===== src/rtl/fp_mul_pkg.sv =====
// Shared types and constants for the FP multiplier result path.
package fp_mul_pkg;

  typedef logic [31:0] fp32_t;
  typedef logic [2:0]  rmode_t;

  localparam rmode_t RNE = 3'd0;
  localparam rmode_t RTZ = 3'd1;
  localparam rmode_t RDN = 3'd2;
  localparam rmode_t RUP = 3'd3;
  localparam rmode_t RMM = 3'd4;

  typedef struct packed {
    fp32_t  z;
    logic   ovrf;
    logic   udrf;
    rmode_t rm;
  } res_entry_t;

  localparam fp32_t FP_POS_INF = 32'h7F80_0000;
  localparam fp32_t FP_ZERO    = 32'h0000_0000;

endpackage


===== src/rtl/fp_res_fifo.sv =====
// Small synchronous FIFO of result entries; head is read straight from storage
// and forced to zero while empty.
module fp_res_fifo
  import fp_mul_pkg::*;
#(
  parameter int DEPTH = 4
) (
  input  logic                   clk,
  input  logic                   rst_n,
  input  logic                   i_push,
  input  res_entry_t             i_din,
  input  logic                   i_pop,
  input  logic                   i_flush,
  output res_entry_t             o_head,
  output logic                   o_empty,
  output logic                   o_full,
  output logic [$clog2(DEPTH):0] o_count
);

  localparam int AW = $clog2(DEPTH);

  logic [AW:0] r_wptr;
  logic [AW:0] r_rptr;
  res_entry_t  r_mem [DEPTH];
  logic        w_pop;

  assign w_pop = i_pop & ~o_empty;

  always_ff @(posedge clk or negedge rst_n) begin
    if (!rst_n) begin
      r_wptr <= '0;
      r_rptr <= '0;
    end else if (i_flush) begin
      r_wptr <= '0;
      r_rptr <= '0;
    end else begin
      if (i_push) r_wptr <= r_wptr + 1'b1;
      if (w_pop)  r_rptr <= r_rptr + 1'b1;
    end
  end

  always_ff @(posedge clk) begin
    if (i_push && !i_flush) r_mem[r_wptr[AW-1:0]] <= i_din;
  end

  // Extra pointer MSB distinguishes full from empty when the indices match.
  assign o_empty = (r_wptr == r_rptr);
  assign o_full  = (r_wptr[AW] != r_rptr[AW]) && (r_wptr[AW-1:0] == r_rptr[AW-1:0]);
  assign o_count = r_wptr - r_rptr;
  assign o_head  = o_empty ? '0 : r_mem[r_rptr[AW-1:0]];

endmodule


===== src/rtl/fp_mul_result_collector.sv =====
// Tags multiplier issues, captures results after MUL_LAT cycles into a credited
// FIFO and keeps sticky exception flags. FP_RES_STATS_EN adds exception counters.
module fp_mul_result_collector
  import fp_mul_pkg::*;
#(
  parameter int MUL_LAT = 2,
  parameter int DEPTH   = 4
) (
  input  logic        clk,
  input  logic        rst_n,
  input  logic        iss_valid,
  output logic        iss_ready,
  input  logic [2:0]  iss_r_mode,
  input  logic [31:0] fp_Z,
  input  logic        ovrf,
  input  logic        udrf,
  output logic        out_valid,
  input  logic        out_ready,
  output logic [31:0] out_z,
  output logic        out_ovrf,
  output logic        out_udrf,
  output logic [2:0]  out_r_mode,
  output logic        sticky_ovrf,
  output logic        sticky_udrf,
  input  logic        flag_clr,
  input  logic        flush
`ifdef FP_RES_STATS_EN
  ,
  output logic [15:0] ovrf_cnt,
  output logic [15:0] udrf_cnt
`endif
);

  localparam int RW = $clog2(DEPTH + 1);
  localparam int CW = $clog2(DEPTH) + 1;

  localparam logic [1:0] ST_EMPTY   = 2'd0;
  localparam logic [1:0] ST_PARTIAL = 2'd1;
  localparam logic [1:0] ST_FULL    = 2'd2;

  logic             r_dl_vld [MUL_LAT];
  rmode_t           r_dl_rm  [MUL_LAT];
  logic [RW-1:0]    r_reserved;
  logic             r_sticky_ovrf;
  logic             r_sticky_udrf;
  logic [1:0]       r_state;

  logic             w_acc;
  logic             w_pop;
  logic             w_cap;
  res_entry_t       w_cap_entry;
  res_entry_t       w_head;
  logic             w_empty;
  logic             w_full;
  logic [CW-1:0]    w_count;
  logic [CW-1:0]    w_cnt_nxt;

  assign iss_ready   = (r_reserved < RW'(DEPTH));
  assign w_acc       = iss_valid & iss_ready;
  assign w_pop       = out_valid & out_ready;
  assign w_cap       = r_dl_vld[MUL_LAT-1] & ~flush;
  assign w_cap_entry = '{z: fp_Z, ovrf: ovrf, udrf: udrf, rm: r_dl_rm[MUL_LAT-1]};

  // Flush clears every stage, so an issue accepted in the flush cycle never gets tagged.
  always_ff @(posedge clk or negedge rst_n) begin
    if (!rst_n) begin
      for (int i = 0; i < MUL_LAT; i++) begin
        r_dl_vld[i] <= 1'b0;
        r_dl_rm[i]  <= '0;
      end
    end else if (flush) begin
      for (int i = 0; i < MUL_LAT; i++) begin
        r_dl_vld[i] <= 1'b0;
        r_dl_rm[i]  <= '0;
      end
    end else begin
      for (int i = MUL_LAT - 1; i > 0; i--) begin
        r_dl_vld[i] <= r_dl_vld[i-1];
        r_dl_rm[i]  <= r_dl_rm[i-1];
      end
      r_dl_vld[0] <= w_acc;
      r_dl_rm[0]  <= iss_r_mode;
    end
  end

  always_ff @(posedge clk or negedge rst_n) begin
    if (!rst_n) begin
      r_reserved <= '0;
    end else if (flush) begin
      r_reserved <= '0;
    end else if (w_acc && !w_pop) begin
      r_reserved <= r_reserved + 1'b1;
    end else if (!w_acc && w_pop) begin
      r_reserved <= r_reserved - 1'b1;
    end
  end

  fp_res_fifo #(
    .DEPTH (DEPTH)
  ) u_fifo (
    .clk     (clk),
    .rst_n   (rst_n),
    .i_push  (w_cap),
    .i_din   (w_cap_entry),
    .i_pop   (w_pop),
    .i_flush (flush),
    .o_head  (w_head),
    .o_empty (w_empty),
    .o_full  (w_full),
    .o_count (w_count)
  );

  assign out_valid  = ~w_empty;
  assign out_z      = w_head.z;
  assign out_ovrf   = w_head.ovrf;
  assign out_udrf   = w_head.udrf;
  assign out_r_mode = w_head.rm;

  // A set arriving together with a clear wins.
  always_ff @(posedge clk or negedge rst_n) begin
    if (!rst_n) begin
      r_sticky_ovrf <= 1'b0;
      r_sticky_udrf <= 1'b0;
    end else begin
      if (w_cap && ovrf)  r_sticky_ovrf <= 1'b1;
      else if (flag_clr)  r_sticky_ovrf <= 1'b0;
      if (w_cap && udrf)  r_sticky_udrf <= 1'b1;
      else if (flag_clr)  r_sticky_udrf <= 1'b0;
    end
  end

  assign sticky_ovrf = r_sticky_ovrf;
  assign sticky_udrf = r_sticky_udrf;

`ifdef FP_RES_STATS_EN
  logic [15:0] r_ovrf_cnt;
  logic [15:0] r_udrf_cnt;

  always_ff @(posedge clk or negedge rst_n) begin
    if (!rst_n) begin
      r_ovrf_cnt <= '0;
      r_udrf_cnt <= '0;
    end else if (flag_clr) begin
      r_ovrf_cnt <= '0;
      r_udrf_cnt <= '0;
    end else begin
      if (w_cap && ovrf && (r_ovrf_cnt != 16'hFFFF)) r_ovrf_cnt <= r_ovrf_cnt + 16'd1;
      if (w_cap && udrf && (r_udrf_cnt != 16'hFFFF)) r_udrf_cnt <= r_udrf_cnt + 16'd1;
    end
  end

  assign ovrf_cnt = r_ovrf_cnt;
  assign udrf_cnt = r_udrf_cnt;
`endif

  assign w_cnt_nxt = w_count + CW'(w_cap) - CW'(w_pop & ~w_empty);

  always_ff @(posedge clk or negedge rst_n) begin
    if (!rst_n) begin
      r_state <= ST_EMPTY;
    end else if (flush) begin
      r_state <= ST_EMPTY;
    end else begin
      case (r_state)
        ST_EMPTY:   if (w_cap) r_state <= ST_PARTIAL;
        ST_PARTIAL: begin
          if (w_cnt_nxt == CW'(DEPTH))  r_state <= ST_FULL;
          else if (w_cnt_nxt == '0)     r_state <= ST_EMPTY;
        end
        ST_FULL:    if (w_pop && !w_cap) r_state <= ST_PARTIAL;
        default:    r_state <= ST_EMPTY;
      endcase
    end
  end

  // Occupancy state must always agree with the FIFO's own pointer flags.
  always_ff @(posedge clk) begin
    if (rst_n) begin
      assert ((r_state == ST_EMPTY) == w_empty);
      assert ((r_state == ST_FULL) == w_full);
    end
  end

endmodule


===== config.mk =====
export PLATFORM = sky130hd
export DESIGN_NAME = fp_mul_result_collector
export DESIGN_NICKNAME = d
export VERILOG_FILES = /design/src/rtl/fp_mul_pkg.sv /design/src/rtl/fp_res_fifo.sv /design/src/rtl/fp_mul_result_collector.sv
export SDC_FILE = /design/constraint.sdc
export NUM_CORES = 1
export LEC_CHECK = 0
export CAP_MARGIN = 20
export CORE_ASPECT_RATIO = 0.9
export CORE_UTILIZATION = 35
export CTS_CLUSTER_DIAMETER = 50
export DETAILED_ROUTE_END_ITERATION = 7
export DONT_BUFFER_PORTS = 1
export PLACE_DENSITY = 0.54
export SYNTH_ARGS = -nofsm -noshare
export SYNTH_HDL_FRONTEND = slang
export SYNTH_SLANG_ARGS = --single-unit

===== constraint.sdc =====
create_clock -name clk -period 5.4 [get_ports clk]
set_clock_uncertainty 0.2 [all_clocks]
set_input_delay 0.81 -clock clk [delete_from_list [all_inputs] [get_ports clk]]
set_output_delay 0.81 -clock clk [all_outputs]
set_load 0.05 [all_outputs]

==> results.tsv, run 1 <==
stage	metric	value	unit
status	status	finished, final reports clean	
sta	final setup violation count	0	
power_and_ir_drop	Leak	2.36	nW
sta	Tmin final	3.92	ns
worst_setup_path	critical path type	flip-flop to primary output	
drt	wire per inst	19.4	um
cts	Clock Path Buffers	2	
worst_setup_path	CP Data Required Time	4.39	ns
power_and_ir_drop	internal power	0.00214	W
worst_setup_path	Startpoint Class	flip-flop	
global_route	Total GRT Usage	12.8	%
cts	Root Driver	clkbuf_16	
cts	clock sink count	167	
floorplan	die height	131	um
power_and_ir_drop	clock share of power	36.0	%
cts	CTS tree	done	
place	# placed instances	548	
sta	RSZ-0062 raised after global routing	no	
drt	# DRC	0	
final_layout	Layout area overhead	12.6	%
final_layout	area occupied by multi-input gates	0.00150	mm^2
job	Max-Cap Viols	0	
power_and_ir_drop	sw frac	27.0	%
final_layout	Seq. cell area	0.00492	mm^2
place	detailed placer's ending HPWL	6.41	mm
floorplan	Core Area	0.0179	mm^2
drt	first drt pass iteration count	4	
synthesis	post-synth net total	367	
place	port bufs	0	
final_layout	fraction of layout cells with a size suffix above 1	22.8	%
worst_setup_path	CP max stage delay	0.88	ns
floorplan	initial core utilization	36.3	%
sta	Worst Max-Slew Pin Slew	1.07	ns
final_layout	Fillers	1581	
global_route	vias in the first global route	3060	
final_layout	Finished Layout Cells	582	
cts	post-CTS setup buffers	0	
global_route	antenna violations before repair	0	
cts	clock latency on the worst-skew pair	0.41	ns
drt	Post-Route WL	11.3	mm
synthesis	register area share after synthesis	75.6	%
cts	H-tree Lvls	4	
cts	clock-pin slew on the worst setup and hold paths	0.06	ns
synthesis	syn avg cell area	20.5	um^2
worst_setup_path	Crit path max-delay family	simple AND/OR/NAND/NOR gates	
synthesis	Yosys Warn Count	0	
place	Placer Congestion	0.655	
worst_setup_path	Buf/Inv on CP	0	
cts	count of hold-fix buffers inserted at cts	1	
cts	Num CTS Buffers	17	
cts	cts repair resizes	0	
sta	Peak Freq	255	MHz
floorplan	I/O Pins	84	
sta	slew margin rel.	28.9	%
synthesis	Synth Cell Area	0.00651	mm^2
power_and_ir_drop	Flop pwr share	50.0	%
power_and_ir_drop	Psw	0.000792	W
drt	Vias/cell	4.80	
min_path	worst hold path class	input port to flip-flop	
global_route	global route overflow	0	
final_layout	Final nets	378	
synthesis	Gate Count Post-Synth	318	
worst_setup_path	CP Data Arrival Time	2.91	ns
floorplan	standard-cell rows	46	
worst_setup_path	worst-path maximum fanout	39	
worst_setup_path	Cell Chain, Critical Path	xor2_2 > or3_2 > and2_1	
sta	Tcrit/Tclk final	72.6	%
global_route	largest net degree at the start of global routing	40	
floorplan	Die Wd	146	um
power_and_ir_drop	Gate power share	14.0	%
synthesis	Synth cell types	27	
sta	Hold Fails Final Rpt	0	
sta	max-slew violation count	0	
global_route	first-pass GRT wire length	17.6	mm
power_and_ir_drop	PD cells	399	mW/mm^2
worst_setup_path	slowest cell on the critical path	dfrtp_2	
synthesis	Yosys reg bits	167	
floorplan	area of the die	0.0191	mm^2
sta	Sum Neg Setup Slack	0	ns
drt	DRT antenna net count	0	
worst_setup_path	Worst setup EP type	primary output	
drt	1st-iter DRT viols	192	
power_and_ir_drop	VDD IR max	0.237	mV
drt	via count	2791	
final_layout	n_diodes	0	
layout make-up:
| class | instances | share of cell area [%] |
|---|---|---|
| timing repair buffer | 6 | 0.820 |
| sequential | 167 | 67.2 |
| clock inverter | 11 | 1.08 |
| inverter | 7 | 0.359 |
| clock buffer | 21 | 6.01 |
| multi-input combinational | 130 | 20.5 |
| tap | 240 | 4.10 |
registers in the layout (all words and copies together), names as in the netlist:
| register | flops |
|---|---|
| u_fifo.r_wptr | 3 |
| u_fifo.r_mem | 148 |
| u_fifo.r_rptr | 3 |
| r_dl_vld | 2 |
| r_dl_rm | 6 |
| sticky_ovrf | 1 |
| sticky_udrf | 1 |
| r_reserved | 3 |
synth_stat cells:
| master | count | area share, % |
|---|---|---|
| mux2i_1 | 2 | 0.31 |
| nor2b_1 | 10 | 0.96 |
| o21ai_0 | 3 | 0.23 |
| buf_1 | 1 | 0.058 |
| clkbuf_1 | 6 | 0.35 |
| o31ai_4 | 1 | 0.33 |
| fa_1 | 1 | 0.31 |
| o311ai_1 | 1 | 0.13 |
| ha_1 | 5 | 0.96 |
| and2_1 | 41 | 3.9 |
| edfxtp_1 | 148 | 68 |
| xnor2_1 | 3 | 0.40 |
| buf_4 | 2 | 0.23 |
| or4b_1 | 1 | 0.15 |
| a21oi_1 | 1 | 0.077 |
| nand2b_1 | 1 | 0.096 |
| or3_1 | 1 | 0.096 |
| mux4_2 | 37 | 13 |
| nor2_1 | 10 | 0.58 |
| inv_1 | 7 | 0.40 |
| dfrtp_1 | 19 | 7.3 |
| xor2_2 | 2 | 0.50 |
| a31oi_1 | 1 | 0.096 |
| nand2_1 | 4 | 0.23 |
| xor2_1 | 3 | 0.40 |
| buf_2 | 5 | 0.38 |
| mux2_1 | 2 | 0.35 |
final timing paths:
check	start	endpoint	slack, ns	cells past startpoint
setup / recovery	u_fifo.r_rptr[0]$_DFFE_PN0P_	out_z[3]	1.48	3
hold / removal	flush	r_dl_rm[3]$_DFF_PN0_	0.26	1
setup reg to reg	u_fifo.r_rptr[0]$_DFFE_PN0P_	r_reserved[2]$_DFFE_PN0P_	1.92	6
hold reg to reg	r_dl_rm[5]$_DFF_PN0_	r_dl_rm[2]$_DFF_PN0_	0.27	1
max in group asynchronous	rst_n	u_fifo.r_rptr[1]$_DFFE_PN0P_	3.65	1
min in group asynchronous	rst_n	r_reserved[0]$_DFFE_PN0P_	0.76	1
power by group through the flow:
stage               combinational (W)  clock [W]  sequential (W)
finish                       0.000409    0.00105         0.00146
global route                 0.000435    0.00115         0.00147
CTS                          0.000418    0.00109         0.00147
detailed placement           0.000414          0         0.00149
global placement             0.000407          0         0.00149
floorplan                    0.000381          0         0.00147
metrics by stage:
stage / hold slack (ns) / total power (W) / utilization (%) / setup slack, ns / cell area (um^2)
after floorplan: 0.239 / 0.00185 / - / 2.42 / 6510
after global placement: 0.248 / 0.00190 / 37.9 / 1.84 / 6780
after detailed placement: 0.254 / 0.00191 / 37.9 / 1.77 / 6780
after CTS: 0.230 / 0.00297 / 40.8 / 1.33 / 7310
after global routing: 0.223 / 0.00305 / 40.9 / 1.25 / 7330
final: 0.258 / 0.00293 / 40.9 / 1.48 / 7330
per-layer routing:
metal	up-vias	GRT usage, %	wire length [um]
li1	1254	-	-
met1	1457	14.9	4720
met2	71	21.1	5670
met3	9	5.97	820
met4	0	4.15	101
met5	-	0	0
layout by cell type, fill, tap and decap left out, drive strengths merged:
master / synthesis / routed
xnor2: 3 / 3
clkinvlp: 0 / 3
nand2b: 1 / 1
a31oi: 1 / 1
nor2: 10 / 10
clkbuf: 6 / 21
or3: 1 / 1
o21ai: 3 / 3
ha: 5 / 5
o311ai: 1 / 1
nand2: 4 / 4
edfxtp: 148 / 148
and2: 41 / 41
fa: 1 / 1
inv: 7 / 8
mux2i: 2 / 2
mux2: 2 / 2
or4b: 1 / 1
mux4: 37 / 37
clkinv: 0 / 7
buf: 8 / 5
nor2b: 10 / 10
a21oi: 1 / 1
xor2: 5 / 5
dfrtp: 19 / 19
o31ai: 1 / 1
dlygate4sd3: 0 / 1
kinds of logic after synthesis:
kind of cell             share of synthesized area [%]
flip-flops                                        75.6
AND/OR/NAND/NOR                                   6.06
multiplexers                                      13.5
buffers and inverters                             1.42
XOR/XNOR                                          1.31
AO/OA/AOI/OAI                                    0.865
adder cells (fa/ha/maj)                           1.27
Note: power is estimated with default switching activity, not from simulation.
==> run 2, diff against run 1 <==
Clock period 5.4 ns to 4.1 ns, I/O delays scaled along.
==> results.tsv, run 2 (same netlist as run 1, synthesis figures left out) <==
stage	metric	value	unit
status	status	finished, final reports clean	
sta	Worst Max-Slew Pin Slew	0.920	ns
cts	Num CTS Buffers	17	
floorplan	I/O Pins	84	
sta	final setup violation count	0	
cts	post-CTS setup buffers	0	
final_layout	Seq. cell area	0.00492	mm^2
final_layout	finished layout cell area	0.00741	mm^2
drt	first drt pass iteration count	4	
power_and_ir_drop	VDD IR max	0.295	mV
place	DP Area	0.00682	mm^2
worst_setup_path	Worst setup EP type	primary output	
sta	hold slack	0.0488	ns
global_route	first-pass GRT wire length	17.8	mm
worst_setup_path	critical path type	flip-flop to primary output	
cts	Clock Path Buffers	2	
drt	# DRC	0	
final_layout	area occupied by multi-input gates	0.00150	mm^2
sta	Peak Freq	297	MHz
final_layout	Fillers	1578	
final_layout	Layout area overhead	13.8	%
final_layout	Final nets	379	
min_path	worst hold path class	input port to flip-flop	
sta	Tmin final	3.37	ns
drt	DRT antenna net count	0	
place	port bufs	0	
final_layout	n_diodes	0	
sta	max-slew violation count	0	
place	Placer Congestion	0.719	
sta	RSZ-0062 raised after global routing	no	
global_route	Total GRT Usage	13.0	%
worst_setup_path	R2R Setup Slk	1.06	ns
final_layout	final core occ	41.4	%
drt	met1 WL	4.77	mm
final_layout	commonest non-fill, non-tap cell in the layout	edfxtp_1	
floorplan	initial core utilization	36.3	%
drt	metal3 WL	837	um
drt	via count	2808	
drt	WL met2	5.50	mm
sta	Hold Fails Final Rpt	0	
floorplan	area of the die	0.0191	mm^2
power_and_ir_drop	Total Power	0.00400	W
cts	clock-pin slew on the worst setup and hold paths	0.06	ns
sta	Tcrit/Tclk final	82.2	%
drt	Top Metal Used	met4	
final_layout	most frequent cells in the layout	edfxtp_1 (148), mux4_2 (37), and2_1 (37)	
drt	Vias/cell	4.82	
global_route	largest net degree at the start of global routing	40	
cts	CTS tree	done	
global_route	antenna violations before repair	0	
worst_setup_path	CP Data Required Time	3.28	ns
final_layout	fraction of layout cells with a size suffix above 1	24.2	%
worst_setup_path	worst-path maximum fanout	39	
cts	Root Driver	clkbuf_16	
floorplan	Die Wd	146	um
final_layout	max reg flops	148	
worst_setup_path	CP Data Arrival Time	2.56	ns
worst_setup_path	Startpoint Class	flip-flop	
cts	clock latency on the worst-skew pair	0.42	ns
drt	Post-Route WL	11.2	mm
sta	Sum Neg Setup Slack	0	ns
power_and_ir_drop	PD cells	540	mW/mm^2
floorplan	Core Area	0.0179	mm^2
job	Max-Cap Viols	0	
sta	slew margin rel.	38.6	%
place	detailed placer's ending HPWL	6.74	mm
drt	wire per inst	19.2	um
drt	1st-iter DRT viols	143	
cts	H-tree Lvls	4	
power_and_ir_drop	Leak	2.40	nW
cts	clock sink count	167	
floorplan	standard-cell rows	46	
floorplan	die height	131	um
global_route	vias in the first global route	3113	
global_route	global route overflow	0	
==> run 2: cell types whose count changed in the layout (fill, tap and decap cells not counted) <==
cell,delta
buf_12,+1
bufinv_16,+2
clkbuf_1,-4
clkinv_2,+1
clkinv_4,-4
clkinvlp_4,+1
inv_6,+4
==> run 2: repair_timing <==
| action | in CTS | in global routing |
|---|---|---|
| gates resized for setup | 0 | 0 |
| endpoints found under the hold margin | 19 | 0 |
| hold buffers | 1 | 0 |
==> run 2: layout make-up <==
cell class | count | area share (%)
clock buffer | 17 | 5.74
clock inverter | 15 | 2.04
inverter | 7 | 0.355
multi-input combinational | 130 | 20.3
sequential | 167 | 66.5
tap | 240 | 4.05
timing repair buffer | 7 | 1.08
==> run 2: worst paths after layout <==
kind                                              start  depth (start not counted)                           end
hold / removal                                    flush                          1          r_dl_rm[3]$_DFF_PN0_
min in group asynchronous                         rst_n                          1  u_fifo.r_rptr[1]$_DFFE_PN0P_
hold reg to reg                   r_dl_vld[1]$_DFF_PN0_                          1         r_dl_vld[0]$_DFF_PN0_
setup reg to reg           u_fifo.r_rptr[2]$_DFFE_PN0P_                          6     r_reserved[2]$_DFFE_PN0P_
max in group asynchronous                         rst_n                          1  u_fifo.r_rptr[0]$_DFFE_PN0P_
setup / recovery           u_fifo.r_wptr[1]$_DFFE_PN0P_                          3                     out_z[21]
==> run 2: routing by layer <==
layer | track usage [%] | vias up
met4 | 4.56 | 0
met1 | 15.5 | 1477
met5 | 0 | -
met2 | 20.1 | 69
li1 | - | 1252
met3 | 6.67 | 10
==> run 2: where the power goes <==
part	total, W	leakage (nW)	switching [W]	internal [W]
Combinational	0.000557	0.541	0.000406	0.000151
Sequential	0.00191	1.59	0.0000197	0.00189
Clock	0.00154	0.272	0.000640	0.000898
Total	0.00400	2.40	0.00107	0.00294
==> run 2: stage by stage <==
step,worst slack [ns],instances
floorplan,1.31,318
global placement,1.17,548
detailed placement,1.04,550
CTS,0.643,583
global route,0.514,583
finish,0.730,583
==> run 2: worst max-delay path, cell delays in order (launching register included) <==
cell and delay, ns:
dfrtp_1 0.43, xor2_1 0.31, or3_2 0.80, and2_1 0.57
